==> config.mk <==
export PLATFORM = sky130hd
export DESIGN_NAME = fetch_controller
export DESIGN_NICKNAME = d
export VERILOG_FILES = /design/src/rtl/fetch_controller.sv
export SDC_FILE = /design/constraint.sdc
export NUM_CORES = 1
export LEC_CHECK = 0
export BUFFER_PORTS_ARGS = -buffer_cell sky130_fd_sc_hd__buf_2
export CORE_AREA = 2 2 139 141
export CTS_BUF_LIST = sky130_fd_sc_hd__clkbuf_4
export DETAILED_ROUTE_END_ITERATION = 10
export DIE_AREA = 0 0 141 143
export PLACE_DENSITY = 0.86
export SLEW_MARGIN = 30
export SYNTH_ARGS = -nofsm -noshare
export SYNTH_HDL_FRONTEND = slang
export SYNTH_SLANG_ARGS = --single-unit
export TNS_END_PERCENT = 30
==> constraint.sdc <==
create_clock -name clk -period 46.2 [get_ports clk]
set_input_delay 9.24 -clock clk [delete_from_list [all_inputs] [get_ports clk]]
set_output_delay 9.24 -clock clk [all_outputs]
set_load 0.005 [all_outputs]
==> src/rtl/fetch_controller.sv <==
// Instruction-fetch sequencer: owns the PC, drives the combinational imem address and
// buffers {pc, instr} pairs in a 2-entry queue toward decode; redirect flushes, bad fetches fault.
module fetch_controller #(
  parameter logic [63:0] RESET_PC   = 64'h0,
  parameter int unsigned IMEM_BYTES = 1024
) (
  input  logic        clk,
  input  logic        rst,
  output logic [63:0] imem_addr,
  input  logic [31:0] imem_data,
  input  logic        redirect_valid,
  input  logic [63:0] redirect_pc,
  output logic        out_valid,
  input  logic        out_ready,
  output logic [63:0] out_pc,
  output logic [31:0] out_instr,
  output logic        fetch_fault
);

  localparam logic [0:0] RUN   = 1'b0;
  localparam logic [0:0] FAULT = 1'b1;

  logic [0:0]  state;
  logic [63:0] pc;
  logic [1:0]  count;
  logic [63:0] q_pc0, q_pc1;
  logic [31:0] q_instr0, q_instr1;

  logic pop, can_push, legal, fetch, push;

  // Entry 0 is always the head; entry 1 shifts down on a pop.
  always_comb begin
    pop      = (count != 2'd0) && out_ready;
    can_push = (count < 2'd2) || pop;
    legal    = (pc[1:0] == 2'b00) && (pc < 64'(IMEM_BYTES));
    fetch    = (state == RUN) && can_push && !redirect_valid;
    push     = fetch && legal;
  end

  always_ff @(posedge clk) begin
    if (rst) begin
      pc    <= RESET_PC;
      count <= '0;
      state <= RUN;
    end else if (redirect_valid) begin
      pc    <= redirect_pc;
      count <= '0;
      state <= RUN;
    end else begin
      if (fetch && !legal) state <= FAULT;
      if (push) pc <= pc + 64'd4;
      case ({push, pop})
        2'b11: begin
          if (count == 2'd2) begin
            q_pc0    <= q_pc1;
            q_instr0 <= q_instr1;
            q_pc1    <= pc;
            q_instr1 <= imem_data;
          end else begin
            q_pc0    <= pc;
            q_instr0 <= imem_data;
          end
        end
        2'b01: begin
          q_pc0    <= q_pc1;
          q_instr0 <= q_instr1;
          count    <= count - 2'd1;
        end
        2'b10: begin
          if (count == 2'd0) begin
            q_pc0    <= pc;
            q_instr0 <= imem_data;
          end else begin
            q_pc1    <= pc;
            q_instr1 <= imem_data;
          end
          count <= count + 2'd1;
        end
        default: ;
      endcase
    end
  end

  assign imem_addr   = pc;
  assign out_valid   = (count != 2'd0);
  assign out_pc      = q_pc0;
  assign out_instr   = q_instr0;
  assign fetch_fault = (state == FAULT);

endmodule

==> results.yml <==
clock_tree:
  cts.sinks: 259
  post_cts_buffers: 0
  insertion_delay_ns: 0.63
  cts-resized-gates: 0
  clock_path_buffers: 3
  ctsRootBufferMaster: "clkbuf_4"
  holdBufCountCts: 0
  htree_levels: 3
  clkSlewWorstSetupHoldPaths_ns: 0.05
  cts_buffers: 66
  tritoncts: "yes"
sta:
  skew_ns: 0.0405
  slew_viol_final: 0
  finalHoldViolations: 0
  setup_viol: 0
  rsz0062_at_grt: "no"
  relSlewSlack_pct: 38.6
  period_minus_slack_ns: 11.73
  fin_setup_tns_ns: 0
  worst_slew_pin_slew_ns: 0.920
  timing.fmax_mhz: 85.2
  min_period_over_period_pct: 25.4
  whs_ns: 0.544
finish:
  layout-drive-gt1-share_pct: 32.0
  area_growth_pct: 21.4
  nNetsFinal: 1290
  final_cells: 1476
power:
  p_clk_share_pct: 40.5
  switching_power_w: 0.000109
  swShare_pct: 22.7
  pwr-share-comb_pct: 5.1
  vdd_drop_max_uv: 24.2
  pwr-share-seq_pct: 54.4
  cellPowerDensity_nw_per_um2: 36.0
  leakagePower_nw: 5.40
  p_int_w: 0.000369
worst_setup_path:
  path_cells: "buf_4, nor3_2, nand2_4, inv_2, ha_1, o21ai_0, nor4_2, buf_4, buf_4"
  cp_max_fo: 49
  start_kind: "primary input"
  crit_arrival_ns: 11.96
  crit_type: "primary input to register"
  critical-path-slowest-cell: "buf_4"
  crit_path_frequent_cell: "buf_4"
  cpPeakStageDelay_ns: 0.66
  critical_path_required_ns: 46.43
  critPathCaptureType: "register"
yosys:
  ys_seq_elements: 259
  yosysMostFrequentCell: "nand2_1"
  synth_cell_types: 39
  yosys-top-cells-count: "nand2_1 (201), edfxtp_1 (192), a31oi_1 (99)"
  synth_nets: 1033
  synth_cells: 929
  synth_top_area_share_pct: 52.7
  yosys_most_used_dff: "edfxtp_1"
  synth_edf_count: 192
  synth_area_leaders: "edfxtp_1 (53%), dfxtp_1 (12%), a221oi_1 (7.8%)"
  yosys_warnings: 0
  avgSynthCellArea_um2: 11.8
  synth-async-reset-ratio_pct: 0
  synth_top_cell_by_area: "edfxtp_1"
  ys_seq_area_share_pct: 64.9
  syn_area_um2: 10900
floorplanning:
  die_y_um: 143
  die_x_um: 141
  io_pins: 262
  rows: 50
  dieArea_um2: 20200
  start_util_pct: 58.9
  core_area_um2: 18600
detailed_routing:
  post_drt_wl_per_cell_um: 20.3
  firstDrtPassIters: 6
  wirelength_mm: 30.0
  vias: 9244
  ant_nets: 0
  route.detailed.drc: 0
  vias_per_cell: 6.26
  drtIter0Drc: 886
place:
  place_inst: 1352
  io_buffer_count: 261
  dp_hpwl_mm: 18.7
  gp_congestion: 0.832
flow_run:
  maxCapViolCount: 0
min_path:
  hold_path.class: "register to register"
global_routing:
  grt_pass1_wl_mm: 45.8
  antenna_found_initial: 9
  grt_max_degree: 98
  grt_use_total_pct: 29.2
  overflow: 0
  grt_pass1_vias: 8781
run_status:
  outcome: "finished clean"
==> routing by layer <==
metal	routed length (µm)	vias to the layer above	GRT usage, %
met5	27	-	0
met4	898	4	12.6
met3	3060	81	8.22
met2	14500	617	47.2
met1	11500	4413	37.1
li1	-	4129	-
==> cell usage in the layout, fill, tap and decap left out, types with 2 or more instances in the layout <==
master	n
a21oi_1	5
a221oi_1	97
a31oi_1	99
a32oi_1	2
buf_16	3
buf_2	260
buf_4	9
clkbuf_4	107
clkinv_1	8
dfxtp_1	67
diode_2	7
edfxtp_1	192
ha_1	2
ha_4	2
inv_1	4
inv_2	3
mux2i_1	57
nand2_1	201
nand3_1	8
nand4_1	3
nor2_1	63
nor3_1	3
nor3_2	2
nor4_1	13
nor4_2	2
or3_1	3
xor2_1	3
==> final timing paths <==
check	startpoint	endpoint	slack (ns)	depth (start not counted)
setup / recovery	redirect_valid	q_pc1[30]	34.47	9
hold / removal	imem_addr[30]	q_pc1[30]	0.54	0
setup reg to reg	imem_addr[41]	q_pc1[30]	41.80	10
hold reg to reg	imem_addr[30]	q_pc1[30]	0.54	0
==> area by class of cell <==
class | count | area, µm²
sequential | 259 | 7110
fill | 1317 | 5290
multi-input combinational | 581 | 3550
timing repair buffer | 273 | 1460
clock buffer | 107 | 803
tap | 234 | 293
clock inverter | 10 | 37.5
inverter | 5 | 18.8
antenna | 7 | 17.5
==> critical path: cells and delay by family <==
| family | cells | cell delay (ns) |
|---|---|---|
| fa+ha+maj | 1 | 0.22 |
| buf+inv | 4 | 1.71 |
| simple gates | 3 | 0.62 |
| compound gates | 1 | 0.11 |
==> sequential cells by signal, summed over array words and instances, names as in the netlist <==
name and cells:
imem_addr 64, out_pc 64, q_pc1 64, out_instr 32
q_instr1 32, count 2, fetch_fault 1
==> logic make-up (layout without fill, tap and decap cells) <==
logic type,after synthesis,in the layout,synth area share (%)
AND/OR/NAND/NOR,305,305,11.5
flip-flops,259,259,64.9
AO/OA/AOI/OAI,211,211,14.4
buffers and inverters,89,395,3.13
multiplexers,57,57,5.21
adder cells (fa/ha/maj),4,4,0.457
XOR/XNOR,4,4,0.320
other,0,7,0
==> power by group through the flow <==
stage          combinational (W)  sequential (W)  clock, W
2_1_floorplan          0.0000126        0.000262         0
3_3_place_gp           0.0000229        0.000265         0
3_5_place_dp           0.0000241        0.000265         0
4_1_cts                0.0000242        0.000260  0.000197
5_1_grt                0.0000268        0.000260  0.000210
6_report               0.0000242        0.000260  0.000194
==> per-stage QoR <==
stage          utilization, %  area (µm²)  power (W)  worst slack [ns]
5_1_grt                  71.5       13300   0.000497             34.36
2_1_floorplan               -       10900   0.000275             25.31
4_1_cts                  71.4       13300   0.000481             34.53
6_report                 71.5       13300   0.000478             34.47
3_5_place_dp             66.9       12400   0.000289             33.87
3_3_place_gp             66.4       12300   0.000288             33.98
Note: power is estimated with default switching activity, not from simulation.
